==> src/rtl/mem_defs_pkg.sv <==
// Shared definitions for the RAM MOV/MOC initiator: SPARC load/store op3
// codes, RAM size encodings, FSM state encoding and the alignment rule.
package mem_defs_pkg;

    localparam logic [5:0] OP_LD   = 6'b000000;
    localparam logic [5:0] OP_LDUB = 6'b000001;
    localparam logic [5:0] OP_LDUH = 6'b000010;
    localparam logic [5:0] OP_ST   = 6'b000100;
    localparam logic [5:0] OP_STB  = 6'b000101;
    localparam logic [5:0] OP_STH  = 6'b000110;
    localparam logic [5:0] OP_LDSB = 6'b001001;
    localparam logic [5:0] OP_LDSH = 6'b001010;

    localparam logic [1:0] SZ_BYTE = 2'b00;
    localparam logic [1:0] SZ_HALF = 2'b01;
    localparam logic [1:0] SZ_WORD = 2'b10;

    typedef enum logic [1:0] {
        S_IDLE    = 2'd0,
        S_WAIT    = 2'd1,
        S_RELEASE = 2'd2,
        S_FIN     = 2'd3
    } mem_state_t;

    // Halfwords need an even address, words a multiple of four; bytes never fault.
    function automatic logic is_misaligned(input logic [1:0] size, input logic [1:0] a);
        case (size)
            SZ_HALF: return a[0];
            SZ_WORD: return |a;
            default: return 1'b0;
        endcase
    endfunction

endpackage

==> src/rtl/mem_op_decode.sv <==
// Combinational op3 decoder: maps a SPARC load/store opcode onto the RAM's
// size/sign/rw inputs and flags anything that is not a load or store.
module mem_op_decode
    import mem_defs_pkg::*;
(
    input  logic [5:0] op3,
    output logic [1:0] size,
    output logic       sign,
    output logic       rw,
    output logic       illegal
);

    // Table lookup; unknown opcodes fall through to the illegal default.
    always_comb begin
        size    = SZ_BYTE;
        sign    = 1'b0;
        rw      = 1'b1;
        illegal = 1'b0;
        case (op3)
            OP_LDSB: begin size = SZ_BYTE; sign = 1'b1; end
            OP_LDSH: begin size = SZ_HALF; sign = 1'b1; end
            OP_LDUB: size = SZ_BYTE;
            OP_LDUH: size = SZ_HALF;
            OP_LD:   size = SZ_WORD;
            OP_STB:  begin size = SZ_BYTE; rw = 1'b0; end
            OP_STH:  begin size = SZ_HALF; rw = 1'b0; end
            OP_ST:   begin size = SZ_WORD; rw = 1'b0; end
            default: illegal = 1'b1;
        endcase
    end

endmodule

==> src/rtl/mem_access_ctrl.sv <==
// Initiator side of the RAM MOV/MOC handshake. Takes one load/store from the
// control unit, checks it, runs the handshake and reports with a done pulse.
//
//   state     | meaning
//   ----------+-----------------------------------------------------------
//   S_IDLE    | waiting for req; faults detected here skip straight to FIN
//   S_WAIT    | MOV high, waiting for MOC or the timeout
//   S_RELEASE | MOV low, waiting for MOC to drop before finishing
//   S_FIN     | done pulse cycle; busy, enable and error flags clear on exit
module mem_access_ctrl
    import mem_defs_pkg::*;
#(
    parameter int TIMEOUT_CYCLES = 16,
    parameter int ADDR_W         = 32
) (
    input  logic              clk,
    input  logic              reset,
    input  logic              req,
    input  logic [5:0]        op3,
    input  logic [ADDR_W-1:0] addr,
    input  logic [31:0]       store_data,
    output logic              busy,
    output logic              done,
    output logic [31:0]       load_data,
    output logic              err_misaligned,
    output logic              err_illegal,
    output logic              err_timeout,
    output logic              mem_mov,
    output logic              mem_rw,
    output logic [1:0]        mem_size,
    output logic              mem_sign,
    output logic              mem_enable,
    output logic [ADDR_W-1:0] mem_address,
    output logic [31:0]       mem_data_out,
    input  logic [31:0]       mem_data_in,
    input  logic              mem_moc
);

    localparam int               TO_W    = $clog2(TIMEOUT_CYCLES + 1);
    localparam logic [TO_W-1:0]  TO_LAST = TO_W'(TIMEOUT_CYCLES - 1);

    mem_state_t      state;
    logic [TO_W-1:0] tmo_cnt;

    logic [1:0] dec_size;
    logic       dec_sign;
    logic       dec_rw;
    logic       dec_illegal;
    logic       misaligned;

    mem_op_decode u_decode (
        .op3     (op3),
        .size    (dec_size),
        .sign    (dec_sign),
        .rw      (dec_rw),
        .illegal (dec_illegal)
    );

    assign misaligned = is_misaligned(dec_size, addr[1:0]);

    // Handshake FSM; every output is a register so the RAM sees clean levels.
    always_ff @(posedge clk or posedge reset) begin
        if (reset) begin
            state          <= S_IDLE;
            tmo_cnt        <= '0;
            busy           <= 1'b0;
            done           <= 1'b0;
            load_data      <= '0;
            err_misaligned <= 1'b0;
            err_illegal    <= 1'b0;
            err_timeout    <= 1'b0;
            mem_mov        <= 1'b0;
            mem_rw         <= 1'b0;
            mem_size       <= SZ_BYTE;
            mem_sign       <= 1'b0;
            mem_enable     <= 1'b0;
            mem_address    <= '0;
            mem_data_out   <= '0;
        end else begin
            done <= 1'b0;
            case (state)
                S_IDLE: begin
                    if (req) begin
                        busy <= 1'b1;
                        if (dec_illegal) begin
                            err_illegal <= 1'b1;
                            done        <= 1'b1;
                            state       <= S_FIN;
                        end else if (misaligned) begin
                            err_misaligned <= 1'b1;
                            done           <= 1'b1;
                            state          <= S_FIN;
                        end else begin
                            mem_address  <= addr;
                            mem_size     <= dec_size;
                            mem_sign     <= dec_sign;
                            mem_rw       <= dec_rw;
                            mem_data_out <= store_data;
                            mem_enable   <= 1'b1;
                            mem_mov      <= 1'b1;
                            tmo_cnt      <= '0;
                            state        <= S_WAIT;
                        end
                    end
                end
                S_WAIT: begin
                    if (mem_moc) begin
                        if (mem_rw)
                            load_data <= mem_data_in;
                        mem_mov <= 1'b0;
                        state   <= S_RELEASE;
                    end else if (tmo_cnt == TO_LAST) begin
                        // Leaving WAIT here is what keeps the counter from wrapping.
                        mem_mov     <= 1'b0;
                        err_timeout <= 1'b1;
                        state       <= S_RELEASE;
                    end else begin
                        tmo_cnt <= tmo_cnt + 1'b1;
                    end
                end
                S_RELEASE: begin
                    if (!mem_moc) begin
                        done  <= 1'b1;
                        state <= S_FIN;
                    end
                end
                S_FIN: begin
                    busy           <= 1'b0;
                    mem_enable     <= 1'b0;
                    err_misaligned <= 1'b0;
                    err_illegal    <= 1'b0;
                    err_timeout    <= 1'b0;
                    state          <= S_IDLE;
                end
                default: state <= S_IDLE;
            endcase
        end
    end

endmodule

==> config.mk <==
export PLATFORM = sky130hd
export DESIGN_NAME = mem_access_ctrl
export DESIGN_NICKNAME = d
export VERILOG_FILES = /design/src/rtl/mem_defs_pkg.sv /design/src/rtl/mem_op_decode.sv /design/src/rtl/mem_access_ctrl.sv
export SDC_FILE = /design/constraint.sdc
export NUM_CORES = 1
export LEC_CHECK = 0
export ABC_AREA = 1
export BUFFER_PORTS_ARGS = -buffer_cell sky130_fd_sc_hd__buf_2
export CAP_MARGIN = 20
export CORE_MARGIN = 2
export CORE_UTILIZATION = 35
export CTS_BUF_LIST = sky130_fd_sc_hd__clkbuf_8
export DETAILED_ROUTE_END_ITERATION = 6
export MAX_ROUTING_LAYER = met4
export PLACE_DENSITY = 0.65
export REMOVE_ABC_BUFFERS = 1
export SLEW_MARGIN = 20
export SYNTH_ARGS = -nofsm -noshare
export SYNTH_HDL_FRONTEND = slang
export SYNTH_HIERARCHICAL = 1
export SYNTH_SLANG_ARGS = --single-unit
==> constraint.sdc <==
create_clock -name clk -period 4.3 [get_ports clk]
set_clock_uncertainty 0.05 [all_clocks]
set_input_delay 0.645 -clock clk [delete_from_list [all_inputs] [get_ports clk]]
set_output_delay 0.645 -clock clk [all_outputs]
set_load 0.05 [all_outputs]
# Yosys cells after proc, flatten, opt, wreduce, memory -nomap -nowiden
# Cells that the tools add are included.
# totals
output_inout_bits	107
input_bits	106
ff_bits	114
# classes
n_addsub	1
eq_ne	23
bitwise	1
mux	41
n_reduce_logical	21
# ops
op	n
5-bit 2-to-1 mux	5
1-bit 2-to-1 mux	19
6-bit by 3-bit == test with 1-bit output, second input constant	3
2-bit inequality test, second input constant	9
1-bit case mux with 2 select lines	8
6-bit by 4-bit == test with 1-bit output, second input constant	2
2-bit 2-to-1 mux	6
3-bit AND reduction	4
4-bit AND reduction	3
5-bit case mux with 2 select lines	1
2-bit case mux with 4 select lines	1
8-bit OR reduction	1
2-bit == test, second input constant	3
6-bit by 1-bit == test with 1-bit output, second input constant	1
6-bit by 2-bit == test with 1-bit output, second input constant	1
6-bit zero test	1
6-bit AND reduction	1
2-bit nonzero test	3
2-bit OR reduction	3
3-bit OR reduction	2
5-bit by 1-bit adder with 5-bit output, second input constant	1
5-bit by 4-bit == test with 1-bit output, second input constant	1
5-bit AND reduction	1
2-bit by 1-bit == test with 1-bit output, second input constant	2
5 further kinds	5

# Logic depth before layout (Yosys ltp)
# Gate-level depths: netlist (run 1).
# logic_depth
word_depth	9
ltp_mapped	14
ltp_nobuf	12

# Modules after synthesis
# Netlist (run 1), hierarchy kept.
# modules_own_cells
mod	seq_area_each_um2	n_inst	area_per_inst_um2	cells_per_inst
mem_access_ctrl	2852.7	1	4645.7	476
mem_op_decode	0.0	1	82.6	16

# Worst setup path after synthesis (run 1)
# Ideal clock, no wire load.
# synth_timing
path_kind	input port to flip-flop
from	in op3[5]
to	reg mem_data_out[0]
path_slack_ns	2.181
t_arrival_ns	1.952
stages	13
required_time_ns	4.132
cell_sequence	nor2_4 > inv_1 > nor2_1 > inv_1 > ha_1 > nor2_2 > nand2_2 > nand2_2 > nor2_4 > buf_6 > buf_6 > nand2_1 > nand2_1
# synth_between
elab_chain_len	7
word_cells_on_any_way	17
classes_between	eq/ne (9); mux (2); bitwise (1); reduce/logical (5)
# synth_lines
item	line_no	text
start, declared	mem_access_ctrl.sv:19	input logic [5:0] op3,
6-bit by 4-bit == test with 1-bit output, or another cell as far along	mem_op_decode.sv:19	case (op3)
3-bit OR reduction (no source line) or 2-bit OR reduction (tied branches)	n/a	
2-bit case mux with 2 select lines (*)	mem_op_decode.sv:19	
via dec_size[0]	mem_access_ctrl.sv:45	logic [1:0] dec_size;
2-bit == test or 2-bit by 1-bit == test with 1-bit output (tied branches)	mem_defs_pkg.sv:27	case (size)
1-bit case mux with 2 select lines (*)	mem_defs_pkg.sv:27	
1-bit NOT (no source line) (*)	n/a	
4-bit AND reduction (no source line) (*)	n/a	
end signal, assigned	mem_access_ctrl.sv:98	mem_data_out <= store_data;
end, declared	mem_access_ctrl.sv:34	output logic [31:0] mem_data_out,
# Mark *: on every way through the listed nets, which the timed path passes. The rest lies on a longest branch.
# A chain may end at the register's enable or synchronous reset.

# Final worst setup path (run 1)
# layout_timing
from	in op3[5]
to	reg mem_address[23]
# layout_between
elab_chain_len	7
word_cells_on_any_way	17
classes_between	eq/ne (9); mux (2); bitwise (1); reduce/logical (5)
# layout_lines
item	line_no	text
6-bit by 4-bit == test with 1-bit output, or another cell as far along	mem_op_decode.sv:19	
3-bit OR reduction (no source line) or 2-bit OR reduction (tied branches)	n/a	
2-bit case mux with 2 select lines (*)	mem_op_decode.sv:19	
via dec_size[0]	mem_access_ctrl.sv:45	
2-bit == test or 2-bit by 1-bit == test with 1-bit output (tied branches)	mem_defs_pkg.sv:27	
1-bit case mux with 2 select lines (*)	mem_defs_pkg.sv:27	
1-bit NOT (no source line) (*)	n/a	
4-bit AND reduction (no source line) (*)	n/a	
end signal, assigned	mem_access_ctrl.sv:94	mem_address <= addr;
end, declared	mem_access_ctrl.sv:33	output logic [ADDR_W-1:0] mem_address,
# Marks and branches as above.

==> metrics.csv, run 1 <==
stage,metric,value,unit
status,outcome,"finished, final reports clean",
layout,nets,822,
detailed_routing,vias,4021,
global_routing,grt_first_pass_wirelength,19000,µm
synth,async_reset_ff_frac,1.00,
die,rows,42,
synth,synth_fa_ha_area_frac,0.0212,
synth,ys_ff_latch,114,
pwr,power_density,880,mW/mm²
layout,fin_util,0.479,
detailed_routing,drtAntennaViolNets,0,
worst_setup_path,worstSetupPathType,in2reg,
die,start_util,0.357,
detailed_routing,vias_per_cell,4.48,
global_routing,track_usage,0.173,
sta,worst_slew_pin_slew,0.783,ns
synth,syn_inst,492,
layout,most-common-layout-cells,"nand2_1 (247), buf_2 (212), dfrtp_1 (114), mux2_2 (30), inv_1 (22)",
clock_network,holdBufCountCts,0,
pwr,p_leak,3.65,nW
detailed_routing,drt-total-wl,11900,µm
die,die_area,0.0145,mm²
layout,drive_above_1_share,0.395,
sta,timing.final.hold_violations,0,
clock_network,cts-root-buf,clkbuf_8,
synth,synthMuxAreaShare,0.0762,
synth,yosys_warnings,6,
worst_setup_path,slowest_stage,nand3_2,
die,io_pins,213,
run,maxCapViolations,0,
clock_network,insertion_delay,0.42,ns
worst_setup_path,path_cells,buf_2 -> nor2_4 -> inv_1 -> nor2_1 -> inv_1 -> ha_1 -> nor2_2 -> nand2_2 -> nand3_2 -> buf_4 -> nand2_1 -> nand2_1,
synth,synth_area_leaders,"dfrtp_1 (60%), nand2_1 (20%), mux2_2 (7.1%), ha_1 (2.1%), inv_1 (1.6%)",
synth,yosys.area_share.simple,0.245,
layout,instances_no_fill,897,
clock_network,cts_sinks,114,
synth,synth-compound-area-share,0.0135,
synth,yosys.cell_types.count,25,
sta,fmax,388,MHz
die,dieHeight,120,µm
sta,slew_headroom,0.477,
global_routing,grt_max_degree,84,
sta,final.setup.tns,0,ns
worst_setup_path,critPathRequiredTime,4.56,ns
worst_setup_path,arrival,2.83,ns
detailed_routing,drcViolationCount,0,
layout,nFillCells,1286,
layout,final_common_cell,nand2_1,
synth,synth_edf_count,0,
sta,rsz0062_at_grt,false,
die,die_x,120,µm
hold_path,min_path_type,in2async,
clock_network,cts_tree,done,
placement,placed_cells,865,
detailed_routing,routedWlPerCell,13.2,µm
worst_setup_path,startpoint_type,input pin,
sta,setup_viol_count_final,0,
layout,num_antenna_cells,0,
detailed_routing,drtIter0Drc,264,
placement,dp_slack,1.26,ns
layout,area_delta_synth_final,34.1,%
worst_setup_path,critPathTopFamily,simple AND/OR/NAND/NOR gates,
synth,synth_top_family_by_area,simple AND/OR/NAND/NOR gates,
worst_setup_path,cp_num_buf_inv,4,
worst_setup_path,path_max_fanout,39,
global_routing,grt_pass1_vias,4049,
global_routing,overflow,0,
worst_setup_path,critical_path.endpoint_type,register,
clock_network,clock_path_buffers,2,
die,coreArea,0.0132,mm²
clock_network,cts_buffers,17,
synth,synth-main-ff-cell,dfrtp_1,
pwr,irDropWorstVdd,0.303,mV
synth,yosys.area.top_type,dfrtp_1,
sta,report.final.slew_viol_count,0,
placement,hpwl,8700,µm
synth,synth_top_area_share,0.603,
detailed_routing,dr.pass1.iters,4,
worst_setup_path,worst_path_largest_cell_delay,0.53,ns
sta,timing.hold.ws,0.275,ns
global_routing,grt_antenna_before_repair,0,
synth,synth_area,0.00473,mm²
sta,min_period,2.58,ns
synth,synth.avg_cell_area,9.61,µm²
clock_network,cts_resized,0,
clock_network,cts-htree-levels,4,
synth,synth.yosys.seq_area_share,0.603,
sta,period_share,0.599,
clock_network,cts_setup_buffers,0,
placement,port-buffer-count,212,
sta,setup_ws,1.72,ns
clock_network,clk_pin_slew,0.06,ns
synth,synth_xor_area_frac,0,
placement,place_congestion,0.833,
cell usage after synthesis (2+ instances only):
master      n
buf_2      13
buf_6       4
dfrtp_1   114
ha_1        8
inv_1      20
mux2_1      2
mux2_2     30
nand2_1   247
nand2_2     2
nand3_1    11
nand3_2     2
nand3b_1    2
nand4_1     3
nor2_1     13
nor2_4      3
o21ai_0     8
o21ai_1     2
metrics by stage:
stage	power (mW)	area, µm²
2_1_floorplan	3.85	4610
3_3_place_gp	4.50	5920
3_5_place_dp	4.56	5920
4_1_cts	5.64	6340
5_1_grt	5.87	6340
6_report	5.58	6340
final timing paths:
path                           startpoint               end  slack [ns]  cells past startpoint
setup / recovery                   op3[5]   mem_address[23]        1.72                     12
min in group clk           store_data[18]  mem_data_out[18]        0.36                      3
hold / removal                      reset  mem_data_out[10]        0.28                      2
hold reg to reg                   mem_mov           mem_mov        0.42                      2
setup reg to reg                 state[0]   mem_address[23]        1.86                      8
max in group asynchronous           reset     load_data[29]        2.94                      3
sequential cells by signal, summed over array words and instances (netlist names):
name,count
load_data,32
mem_address,32
mem_data_out,32
tmo_cnt,5
mem_size,2
state,2
busy,1
done,1
err_illegal,1
err_misaligned,1
err_timeout,1
mem_enable,1
mem_mov,1
mem_rw,1
mem_sign,1
report_power, final:
part,switching [mW],internal (mW),total (mW)
clock network,0.419,0.635,1.05
logic,2.13,0.645,2.77
registers,0.239,1.52,1.75
logic make-up (layout without fill, tap and decap cells):
| group | count (synthesis) | after routing |
|---|---|---|
| and+or+nand+nor | 287 | 287 |
| buffers and inverters | 39 | 268 |
| muxes | 32 | 32 |
| DFF | 114 | 114 |
| AOI/OAI and AO/OA | 12 | 12 |
| adders and majority gates | 8 | 8 |
metal layers:
metal,share of wire,vias up,GRT usage,wire [µm]
met2,0.50,153,0.286,6000
met3,0.066,18,0.0453,783
met4,0.018,0,0.0807,213
met5,0,-,-,0
met1,0.41,1882,0.198,4890
li1,-,1968,-,-
layout make-up:
| type | count | area, µm² | area share |
|---|---|---|---|
| inverter | 21 | 83.8 | 0.0132 |
| tap | 176 | 220 | 0.0347 |
| sequential | 114 | 2850 | 0.450 |
| timing repair buffer | 215 | 1080 | 0.171 |
| clock inverter | 14 | 171 | 0.0270 |
| multi-input combinational | 339 | 1680 | 0.265 |
| clock buffer | 18 | 248 | 0.0391 |
No activity file was read; power rests on OpenSTA's default activity.
==> run 2: changes to the inputs <==
Settings changed: PLACE_DENSITY 0.65 to 0.68.
Clock period 4.3 ns to 2.3 ns, I/O delays scaled along.
==> run 2 against run 1 <==
Net effect:
- worst hold slack lost 0.20 ns
- final cell count rose by 0.56%
- clock power up 80%
- die area unchanged
- critical endpoint is now tmo_cnt[3]
- highest routed layer unchanged
==> metrics.csv, run 2 (synthesis results as in run 1) <==
stage,metric,value,unit,change
worst_setup_path,arrival,2.07,ns,-0.76 ns
clock_network,cts_setup_buffers,0,,unchanged
sta,setup_viol_count_final,0,,unchanged
die,coreArea,0.0132,mm²,unchanged
clock_network,clk_pin_slew,0.07,ns,about the same
layout,num_antenna_cells,0,,unchanged
layout,stdcell_area,0.00644,mm²,+1.6%
clock_network,cts-htree-levels,4,,unchanged
detailed_routing,routedWlPerCell,12.4,µm,-6.5%
worst_setup_path,critPathRequiredTime,2.55,ns,-2.01 ns
die,start_util,0.357,,unchanged
status,outcome,"finished, final reports clean",,
sta,min_period,1.82,ns,
layout,most-common-layout-cells,"nand2_1 (247), buf_2 (212), dfrtp_1 (114), mux2_2 (30), inv_1 (23)",,
sta,rsz0062_at_grt,false,,
clock_network,insertion_delay,0.41,ns,about the same
sta,timing.final.hold_violations,0,,unchanged
die,io_pins,213,,unchanged
layout,largestRegisters,"load_data x32, mem_address x32, mem_data_out x32",,
pwr,switching_power,5.15,mW,+85%
clock_network,cts_buffers,17,,unchanged
die,die_x,120,µm,unchanged
sta,final.setup.tns,0,ns,unchanged
pwr,power_density,1600,mW/mm²,+82%
detailed_routing,vias_per_cell,4.34,,-3.2%
detailed_routing,drt-total-wl,11200,µm,-6.0%
layout,fin_util,0.486,,+0.00756
pwr,total_power,10.3,mW,+85%
placement,dp_slack,0.275,ns,-0.986 ns
placement,place_area,0.00602,mm²,+1.8%
clock_network,cts_resized,0,,unchanged
sta,fmax,550,MHz,
layout,drive_above_1_share,0.397,,+0.00141
worst_setup_path,critical_path.endpoint_type,register,,
detailed_routing,dr.pass1.iters,5,,+1
clock_network,cts_tree,done,,
sta,worst_slew_pin_slew,0.406,ns,-0.377 ns
pwr,irDropWorstVdd,0.683,mV,+130%
run,maxCapViolations,0,,unchanged
clock_network,cts-root-buf,clkbuf_8,,
layout,final_common_cell,nand2_1,,
global_routing,grt_first_pass_wirelength,17900,µm,-6.1%
clock_network,cts_sinks,114,,unchanged
hold_path,min_path_type,in2reg,,
worst_setup_path,worstSetupPathType,reg2reg,,
global_routing,grt_antenna_before_repair,0,,unchanged
placement,hpwl,8120,µm,-6.7%
pwr,p_sw_frac,0.499,,about the same
global_routing,track_usage,0.164,,-0.00949
placement,port-buffer-count,212,,unchanged
sta,report.final.slew_viol_count,0,,unchanged
die,dieHeight,120,µm,unchanged
detailed_routing,vias,3915,,-2.6%
detailed_routing,drcViolationCount,0,,unchanged
worst_setup_path,path_max_fanout,6,,-85%
detailed_routing,drtIter0Drc,184,,-30%
global_routing,grt_max_degree,53,,-37%
pwr,seqPwrFrac,0.314,,about the same
sta,slew_headroom,0.729,,+0.252
pwr,intPower,5.16,mW,+85%
sta,period_share,0.791,,
placement,place_congestion,0.767,,-7.9%
pwr,p_comb_frac,0.503,,+0.006
layout,nets,827,,+0.61%
pwr,p_clk_frac,0.183,,-0.006
pwr,p_leak,3.68,nW,+1.0%
detailed_routing,drtAntennaViolNets,0,,unchanged
global_routing,grt_pass1_vias,3668,,-9.4%
layout,nFillCells,1309,,+1.8%
die,rows,42,,unchanged
global_routing,overflow,0,,unchanged
clock_network,clock_path_buffers,2,,unchanged
sta,setup_ws,0.481,ns,-1.24 ns
die,die_area,0.0145,mm²,unchanged
worst_setup_path,startpoint_type,register,,
layout,area_delta_synth_final,36.2,%,
[run 2: routing by layer]
layer,vias up,GRT usage,wire (µm)
li1,1982,-,-
met1,1772,0.206,5020
met2,143,0.252,5160
met3,18,0.0462,777
met4,0,0.0647,207
met5,-,-,0
[run 2: repair_timing]
item,4_1_cts,5_1_grt
setup endpoints to repair,0,0
hold endpoints to repair,23,0
hold buffers,1,0
[run 2: area by class of cell]
class                   count  area, µm²  area share
repair buffers            220       1200       0.186
inverters                  21       81.3      0.0126
multi-input cells         339       1680       0.261
clock buffers              19        262      0.0406
clock inverters            13        145      0.0225
well taps                 176        220      0.0342
flip-flops and latches    114       2850       0.443
[run 2: power by group through the flow]
stage          combinational (mW)  sequential (mW)  clock (mW)
3_3_place_gp                 5.19             3.25           0
2_1_floorplan                1.10             6.10           0
3_5_place_dp                 5.22             3.27           0
4_1_cts                      5.23             3.24        1.95
6_report                     5.19             3.24        1.89
5_1_grt                      5.50             3.33        2.07
[run 2: worst max-delay path, stage by stage (launching register included)]
cell and delay, ns:
dfrtp_1 0.44, ha_1 0.24, nand2_1 0.08, nor2_1 0.05, ha_1 0.19, nand2_1 0.08, nand3_1 0.13, nor2_4 0.18
nand2_1 0.14, nand2_1 0.09, nand2_1 0.05
[run 2: path summary, 6_finish.rpt]
path                                    start  slack [ns]               end  cells after the start
worst min-delay path            store_data[7]        0.07   mem_data_out[7]                      3
worst min register to register        mem_mov        0.42           mem_mov                      2
max in group asynchronous               reset        1.22  mem_data_out[25]                      4
worst max register to register     tmo_cnt[0]        0.48        tmo_cnt[3]                     10
min in group asynchronous               reset        0.40     load_data[13]                      3
worst max-delay path               tmo_cnt[0]        0.48        tmo_cnt[3]                     10
[run 2: through the flow]
step,cells,hold slack (ns)
after floorplan,474,0.391
after global placement,869,0.293
after detailed placement,869,0.293
after CTS,902,0.0313
after global routing,902,0.0298
final,902,0.0711
